### config.mk
export PLATFORM = sky130hd
export DESIGN_NAME = dmem_responder
export DESIGN_NICKNAME = d
export VERILOG_FILES = /design/src/rtl/dmem_pkg.sv /design/src/rtl/dmem_array.sv /design/src/rtl/dmem_responder.sv
export SDC_FILE = /design/constraint.sdc
export NUM_CORES = 1
export LEC_CHECK = 0
export CAP_MARGIN = 20
export CORE_UTILIZATION = 35
export CTS_CLUSTER_SIZE = 24
export DETAILED_ROUTE_END_ITERATION = 8
export GPL_TIMING_DRIVEN = 0
export PLACE_DENSITY = 0.48
export SYNTH_ARGS = -nofsm -noshare
export SYNTH_HDL_FRONTEND = slang
export SYNTH_SLANG_ARGS = --single-unit
### constraint.sdc
create_clock -name clk -period 4.88 [get_ports clk]
set_clock_uncertainty 0.2 [all_clocks]
set_input_delay 1.464 -clock clk [delete_from_list [all_inputs] [get_ports clk]]
set_output_delay 1.464 -clock clk [all_outputs]
set_load 0.005 [all_outputs]
### src/rtl/dmem_pkg.sv
// Shared types and helpers for the data-memory responder and its RAM.
package dmem_pkg;

  localparam int WORD_BITS = 32;
  localparam int BYTE_BITS = 8;
  localparam int LANES     = WORD_BITS / BYTE_BITS;

  typedef enum logic [1:0] {
    IDLE = 2'd0,
    WAIT = 2'd1,
    RESP = 2'd2
  } stateT;

  // A request is rejected when it is not word-aligned or falls past the last RAM word.
  // Comparing the word index instead of the byte address avoids overflow of 4*depthWords.
  function automatic logic addrError(input logic [WORD_BITS-1:0] addr,
                                     input int unsigned         depthWords);
    logic [WORD_BITS-1:0] wordIndex;
    wordIndex = {2'b00, addr[WORD_BITS-1:2]};
    return (addr[1:0] != 2'b00) || (wordIndex >= 32'(depthWords));
  endfunction

endpackage

### src/rtl/dmem_array.sv
// Word-organised data RAM with per-byte write enables and a combinational read port.
// Contents are deliberately left unreset so the array maps onto plain RAM.
module dmem_array
  import dmem_pkg::*;
#(
  parameter int DEPTH_WORDS = 32,
  parameter int ADDR_BITS   = 5
) (
  input  logic                 clk,
  input  logic [LANES-1:0]     we,
  input  logic [ADDR_BITS-1:0] wordAddr,
  input  logic [WORD_BITS-1:0] wdata,
  output logic [WORD_BITS-1:0] rdata
);

  logic [WORD_BITS-1:0] mem [DEPTH_WORDS];

  // Update only the byte lanes whose enable is set; other lanes keep their old contents.
  always_ff @(posedge clk) begin
    for (int i = 0; i < LANES; i++) begin
      if (we[i]) begin
        mem[wordAddr][i*BYTE_BITS +: BYTE_BITS] <= wdata[i*BYTE_BITS +: BYTE_BITS];
      end
    end
  end

  assign rdata = mem[wordAddr];

endmodule

### src/rtl/dmem_responder.sv
// Multi-cycle data-memory responder: one request at a time, a fixed number of wait
// states, then a single held response beat. The RAM access is committed on the same
// edge that raises rsp_valid, so a reset during the wait phase cleanly aborts a write.
module dmem_responder
  import dmem_pkg::*;
#(
  parameter int DEPTH_WORDS = 32,
  parameter int WAIT_STATES = 1
) (
  input  logic                 clk,
  input  logic                 rst,
  input  logic                 req_valid,
  output logic                 req_ready,
  input  logic                 req_wr,
  input  logic [WORD_BITS-1:0] req_addr,
  input  logic [WORD_BITS-1:0] req_wdata,
  input  logic [LANES-1:0]     req_be,
  output logic                 rsp_valid,
  input  logic                 rsp_ready,
  output logic [WORD_BITS-1:0] rsp_rdata,
  output logic                 rsp_err
);

  localparam int ADDR_BITS = (DEPTH_WORDS > 1) ? $clog2(DEPTH_WORDS) : 1;
  localparam logic [3:0] WAIT_LOAD = (WAIT_STATES > 0) ? 4'(WAIT_STATES - 1) : 4'd0;

  stateT                state;
  logic [3:0]           waitCnt;
  logic                 wrReg;
  logic [WORD_BITS-1:0] addrReg;
  logic [WORD_BITS-1:0] wdataReg;
  logic [LANES-1:0]     beReg;

  logic                 selWr;
  logic [WORD_BITS-1:0] selAddr;
  logic [WORD_BITS-1:0] selWdata;
  logic [LANES-1:0]     selBe;
  logic                 cmdErr;
  logic                 commitNow;
  logic [LANES-1:0]     ramWe;
  logic [WORD_BITS-1:0] ramRdata;
  logic [WORD_BITS-1:0] commitRdata;

  // With zero wait states the commit happens on the accepting edge, so the live request
  // is used; otherwise the latched copy is used because the inputs may have moved on.
  always_comb begin
    selWr       = wrReg;
    selAddr     = addrReg;
    selWdata    = wdataReg;
    selBe       = beReg;
    if (state == IDLE) begin
      selWr    = req_wr;
      selAddr  = req_addr;
      selWdata = req_wdata;
      selBe    = req_be;
    end
    cmdErr      = addrError(selAddr, DEPTH_WORDS);
    commitNow   = !rst && (((state == IDLE) && req_valid && (WAIT_STATES == 0)) ||
                           ((state == WAIT) && (waitCnt == 4'd0)));
    ramWe       = (commitNow && selWr && !cmdErr) ? selBe : '0;
    commitRdata = (cmdErr || selWr) ? '0 : ramRdata;
  end

  dmem_array #(
    .DEPTH_WORDS(DEPTH_WORDS),
    .ADDR_BITS  (ADDR_BITS)
  ) u_array (
    .clk     (clk),
    .we      (ramWe),
    .wordAddr(selAddr[ADDR_BITS+1:2]),
    .wdata   (selWdata),
    .rdata   (ramRdata)
  );

  // Request/response FSM with the wait counter and registered handshake outputs.
  always_ff @(posedge clk or posedge rst) begin
    if (rst) begin
      state     <= IDLE;
      waitCnt   <= 4'd0;
      wrReg     <= 1'b0;
      addrReg   <= '0;
      wdataReg  <= '0;
      beReg     <= '0;
      req_ready <= 1'b1;
      rsp_valid <= 1'b0;
      rsp_rdata <= '0;
      rsp_err   <= 1'b0;
    end else begin
      case (state)
        IDLE: begin
          if (req_valid) begin
            wrReg     <= req_wr;
            addrReg   <= req_addr;
            wdataReg  <= req_wdata;
            beReg     <= req_be;
            req_ready <= 1'b0;
            if (WAIT_STATES == 0) begin
              state     <= RESP;
              rsp_valid <= 1'b1;
              rsp_rdata <= commitRdata;
              rsp_err   <= cmdErr;
            end else begin
              state   <= WAIT;
              waitCnt <= WAIT_LOAD;
            end
          end
        end
        WAIT: begin
          if (waitCnt == 4'd0) begin
            state     <= RESP;
            rsp_valid <= 1'b1;
            rsp_rdata <= commitRdata;
            rsp_err   <= cmdErr;
          end else begin
            waitCnt <= waitCnt - 4'd1;
          end
        end
        RESP: begin
          if (rsp_ready) begin
            state     <= IDLE;
            rsp_valid <= 1'b0;
            req_ready <= 1'b1;
          end
        end
        default: begin
          state     <= IDLE;
          req_ready <= 1'b1;
          rsp_valid <= 1'b0;
        end
      endcase
    end
  end

endmodule

# Word level (Yosys, flattened, before mapping)
# Memories as Yosys holds them, arrays and structs flattened.
# Cells that the tools add are included.
# Widths: inputs -> output; s select.
[word_totals]
regBits = 110
inputBits = 73
mem_bits_rw = 1024
wordCells = 66
out_inout_bits = 35
memories = 1
[op_classes]
n_bitwise = 2
n_addsub = 1
magnitude_cmp = 1
n_reduce_logical = 18
mux = 27
n_eq_ne = 6
[mem_list]
columns = ["name", "words", "width", "read_ports", "rd_clocked_by_memory_dff", "write_ports", "line", "rtl"]
rows = [
  ["u_array.mem", 32, 32, 1, 0, 1, "dmem_array.sv:16", "logic [WORD_BITS-1:0] mem [DEPTH_WORDS];"],
]
[ops]
columns = ["cell", "count"]
rows = [
  ["$mux 32", 3],
  ["$ge 30x6->1 const B", 1],
  ["$mux 4", 4],
  ["$mux 1", 13],
  ["$reduce_and 3->1", 4],
  ["$pmux 4 s2", 1],
  ["$mux 2", 3],
  ["$ne 2x2->1 const B", 3],
  ["$pmux 1 s3", 2],
  ["$pmux 2 s3", 1],
  ["$logic_and 1x1->1", 4],
  ["$logic_not 4->1", 1],
  ["$reduce_and 2->1", 2],
  ["$reduce_bool 2->1", 2],
  ["$sub 4x1->4 const B", 1],
  ["$eq 2x1->1 const B", 1],
  ["$eq 2x2->1 const B", 1],
  ["$logic_not 1->1", 2],
  ["$logic_not 2->1", 1],
  ["$logic_or 1x1->1", 2],
  ["$ne 2x1->1 const B", 1],
  ["$not 1->1", 2],
]

# Logic depth before layout (Yosys ltp)
[depth]
word_depth = 9
depth_mapped = 12
mapped_depth_nobuf = 8

# Modules after synthesis
# Synthesis repeated with hierarchy kept, for this count alone.
[unflattened]
cells_unflattened = 2605
hier_area_um2 = 44801.7
[by_module_without_submodules]
columns = ["module", "area_each_um2", "instances", "seq_area_each_um2", "cells_each"]
rows = [
  ["dmem_array", 39545.4, 1, 30749.5, 2196],
  ["dmem_responder", 5256.3, 1, 2753.9, 409],
]

# Least setup slack after synthesis
# No wires, ideal clock.
[synth_path]
path_kind = "input port to flip-flop"
startpoint = "input req_addr[3]"
endpoint = "memory u_array.mem[11][0], enable pin"
arrival_ns = 3.455
n_path_buf = 4
t_required_ns = 4.310
cell_stages = 9
slack_ns = 0.855
setup_time_ns = 0.370
path_cell_list = "or3b_4 -> and2_1 -> buf_2 -> buf_2 -> buf_2 -> buf_2 -> nor2_1 -> nand2_1 -> nor2_1"
[synth_between]
elab_chain_len = 8
[synth_rtl]
columns = ["item", "line", "rtl"]
rows = [
  ["from (decl)", "dmem_responder.sv:15", "input logic [WORD_BITS-1:0] req_addr,"],
  ["$mux 32 (*)", "dmem_responder.sv:51", "if (state == IDLE) begin"],
  ["$ge 30x6->1", "dmem_pkg.sv:20", "return (addr[1:0] != 2'b00) || (wordIndex >= 32'(depthWords));"],
  ["$logic_or 1x1->1", "dmem_pkg.sv:20", ""],
  ["$logic_not 1->1", "dmem_responder.sv:60", "ramWe = (commitNow && selWr && !cmdErr) ? selBe : '0;"],
  ["$logic_and 1x1->1", "dmem_responder.sv:60", ""],
  ["$mux 4", "dmem_responder.sv:60", ""],
  ["$mux 1", "dmem_array.sv:21", "if (we[i]) begin"],
  ["$mux 1 (not written as such)", "dmem_array.sv:22", "mem[wordAddr][i*BYTE_BITS +: BYTE_BITS] <= wdata[i*BYTE_BITS +: BYTE_BITS];"],
  ["to (decl)", "dmem_array.sv:16", ""],
]
# Every way passes the cells marked *; elsewhere a longest branch is shown, timed or not.

# Worst setup path after layout
[layout_path]
startpoint = "input req_addr[3]"
endpoint = "register rsp_rdata[5]"
[layout_between]
elab_chain_len = 5
elab_cells_between_ends = 6
cone_classes = "order compare (1); mux (2); reduce/logical (2); memory (1)"
[layout_rtl]
columns = ["item", "line", "rtl"]
rows = [
  ["$mux 32 (*)", "dmem_responder.sv:51", ""],
  ["$ge 30x6->1", "dmem_pkg.sv:20", ""],
  ["$logic_or 1x1->1", "dmem_pkg.sv:20", ""],
  ["$logic_or 1x1->1", "dmem_responder.sv:61", "commitRdata = (cmdErr || selWr) ? '0 : ramRdata;"],
  ["$mux 32 (*)", "dmem_responder.sv:61", ""],
  ["to (signal assigned)", "dmem_responder.sv:100", "rsp_rdata <= commitRdata;"],
  ["to (signal assigned)", "dmem_responder.sv:112", "rsp_rdata <= commitRdata;"],
  ["to (decl)", "dmem_responder.sv:20", "output logic [WORD_BITS-1:0] rsp_rdata,"],
]
# Marks and branches as above.
# A chain may end at the register's enable or synchronous reset.

==> flow_summary.toml <==
[sta]
hold_viol = 0
report.final.slew_viol_count = 0
tightestPinTransition_ps = 1300
fin_crit_sh_pct = 105
max_freq_mhz = 195
slew_headroom_pct = 13.3
rsz0062_at_grt = "yes"
finalSetupTns_ps = -7470
min_period_ps = 5130
finalSetupViolCount = 169
layout_setup_ws_ps = -250

[place]
port_buffers = 107
gp_congestion = 1.03
hpwlAfterDp_mm = 141
dp_cells = 5070

[detailed_routing]
wl_per_cell_um = 38.4
vias = 31949
viasPerCell = 5.99
dr.pass1.iters = 7
drc = 0
wl_mm = 205
final_antenna_net_count = 0
drt_first_iter_violations = 5382

[synthesis]
yosysTopAreaCellShare_pct = 68.0
syn_area_per_cell_um2 = 14.2
ys_warn_count = 0
netlist_area_um2 = 45200
yosysSeqAreaShare_pct = 74.1
synth_seq_cells = 1134
yosysMostFrequentCell = "edfxtp_1"
synth_fp_nets = 3264
yosysUniqueCellTypes = 63
synth_top_area_cell = "edfxtp_1"
synth_edf_count = 1024
synthFlopType = "edfxtp_1"
syn_inst = 3189
async_flop_share_pct = 9.70
synthTopCellsByCount = "edfxtp_1 (1,024), nand2_1 (701), nor2_1 (232)"
ys_top_cells_by_area = "edfxtp_1 (68%), dfrtp_1 (6.0%), nand2_1 (5.8%)"

[power]
p_sw_mw = 18.5
power_density_nw_per_um2 = 747
power_mw = 41.3
seqPwrFrac_pct = 31.8
internal-power_mw = 22.8
ir_drop_uv = 395
clockPowerShare_pct = 22.3
pwr-share-comb_pct = 45.9
sw_frac_of_total_pct = 44.8
p_leak_nw = 19.0

[layout]
nets = 3638
fill_cells = 11668
drive_gt1_share_pct = 19.0
area_growth_pct = 22.3
final_cells = 5333

[worst_setup_path]
cp-start-kind = "input pin"
crit_arrival_ps = 5580
cp.required_ps = 5330
critPathBufInv = 4
crit_chain = "clkdlybuf4s50_1 > or3b_4 > and2_1 > buf_2 > buf_2 > buf_1 > nand2_1 > a32oi_1 > o22ai_1 > nor4_1 > a22o_1"
ff2ff_path_depth = 11
cp_slowest_cell = "buf_1"
critPathMaxStageDelay_ps = 870
crit_family = "buffers and inverters"
crit_path_end_kind = "register"
worst-path-stages = 11
worstPathMaxFanout = 10
criticalPathCategory = "in -> reg"
cpMostUsedCell = "buf_2"

[die]
io_pins = 108
dieArea_um2 = 131000
start_util_pct = 35.4
core_area_um2 = 128000
rows = 131
die_w_um = 361
fp.dieH_um = 361

[global_route]
grt_remaining_overflow = 0
grt_max_degree = 73
use_met2_pct = 46.2
grt_pass1_wl_mm = 269
use_met1_pct = 41.8
antenna_found_initial = 19
top_usage_layer = "met2"
grt.total_usage_pct = 30.9
gr-usage-met3_pct = 7.86
grt_pass1_vias = 29351

[flow_run]
cap_violations = 0

[clock_network]
cts_buffer_depth = 3
htree_levels = 3
cts.clk_slew.worst_paths_ps = 70
root_buffer = "clkbuf_16"
numCtsBuffers = 121
insertion_delay_ps = 750
tritoncts = "built"
cts_num_sinks = 1134

[outcome]
outcome = "finished with violations"
violations = "negative setup slack"

[worst_hold_path]
worstHoldPathCells = 2
hp-class = "reg -> reg"
==> per-stage QoR <==
stage	util (%)	setup slack, ps	hold slack, ps	area [um2]
6_report	43.3	-250	285	55300
5_1_grt	43.3	-157	321	55300
4_1_cts	42.6	-266	288	54500
3_5_place_dp	39.1	-1310	274	50000
3_3_place_gp	37.8	-3270	269	48400
2_1_floorplan	-	315	272	45200
==> path summary, 6_finish.rpt <==
kind	startpoint	end	slack, ps
max in group asynchronous	rst	rsp_rdata[6]	2490
min in group asynchronous	rst	addrReg[4]	1140
setup reg to reg	state[1]	rsp_rdata[5]	60
hold / removal	rsp_rdata[7]	rsp_rdata[7]	280
setup / recovery	req_addr[3]	rsp_rdata[5]	-250
hold reg to reg	rsp_rdata[7]	rsp_rdata[7]	280
==> layout make-up <==
class,count,area [um2],area share [%]
repair buffers,252,3300,5.96
plain buffers,197,998,1.81
flip-flops and latches,1134,33500,60.6
clock inverters,59,526,0.950
inverters,6,27.5,0.0498
diodes,1,2.50,0.00453
clock buffers,171,3390,6.13
well taps,1662,2080,3.76
multi-input cells,1851,11500,20.8
==> power groups by stage <==
stage                     logic (mW)  clock network [mW]  registers, mW
after floorplan                 7.60                   0           13.3
after global placement          16.4                   0           13.4
after detailed placement        17.4                   0           13.4
after CTS                       17.4                9.24           13.2
after global routing            18.9                9.58           13.2
final                           19.0                9.22           13.1
==> sequential cells by signal, indices dropped and copies added, names as in the netlist <==
name,cells
addrReg,32
beReg,4
req_ready,1
rsp_err,1
rsp_rdata,32
rsp_valid,1
state,2
u_array.mem,1024
waitCnt,4
wdataReg,32
wrReg,1
==> cell families (layout without fill, tap and decap cells) <==
family | count (synthesis) | count (layout) | share of synthesized area (%)
DFF | 1134 | 1134 | 74.1
muxes | 232 | 232 | 5.75
and+or+nand+nor | 1212 | 1212 | 11.3
buffers and inverters | 204 | 685 | 2.15
other | 0 | 1 | 0
AOI/OAI and AO/OA | 403 | 403 | 6.60
xor gates and xnor gates | 2 | 2 | 0.0388
adders and majority gates | 2 | 2 | 0.0554
==> worst min-delay path, stage by stage (launching register included) <==
cell,delay [ps]
dfrtp_1,340
nand2_1,70
o41ai_2,50
==> repair_timing <==
action	in CTS	in global routing
pin swaps	7	6
hold endpoints to repair	0	0
resized for setup	122	89
hold buffers	0	0
setup buffers	10	5
setup endpoints to repair	661	764
==> layout by cell type, fill, tap and decap left out, drive strengths merged, types with 12 or more instances in the layout <==
cell type,Yosys,routed
a22oi,13,13
a21oi,42,42
a221oi,25,25
nor3,27,27
mux2i,146,146
nand4,13,13
nor4,20,20
nand3,122,122
buf,128,271
o21ai,42,42
edfxtp,1024,1024
a32oi,29,29
nor2,237,237
and3,70,70
clkdlybuf4s50,0,107
dfrtp,109,109
a31oi,74,74
clkinv,0,47
a32o,38,38
mux2,72,72
clkbuf,70,239
mux4,14,14
nand2,702,702
a211oi,44,44
o22ai,29,29
a2111oi,12,12
==> per-layer routing <==
metal,routed length [um],vias to the layer above
li1,-,12786
met1,80200,16369
met2,88600,2303
met3,23900,487
met4,12300,4
met5,34,-
Power figures use the tool's default switching activity.
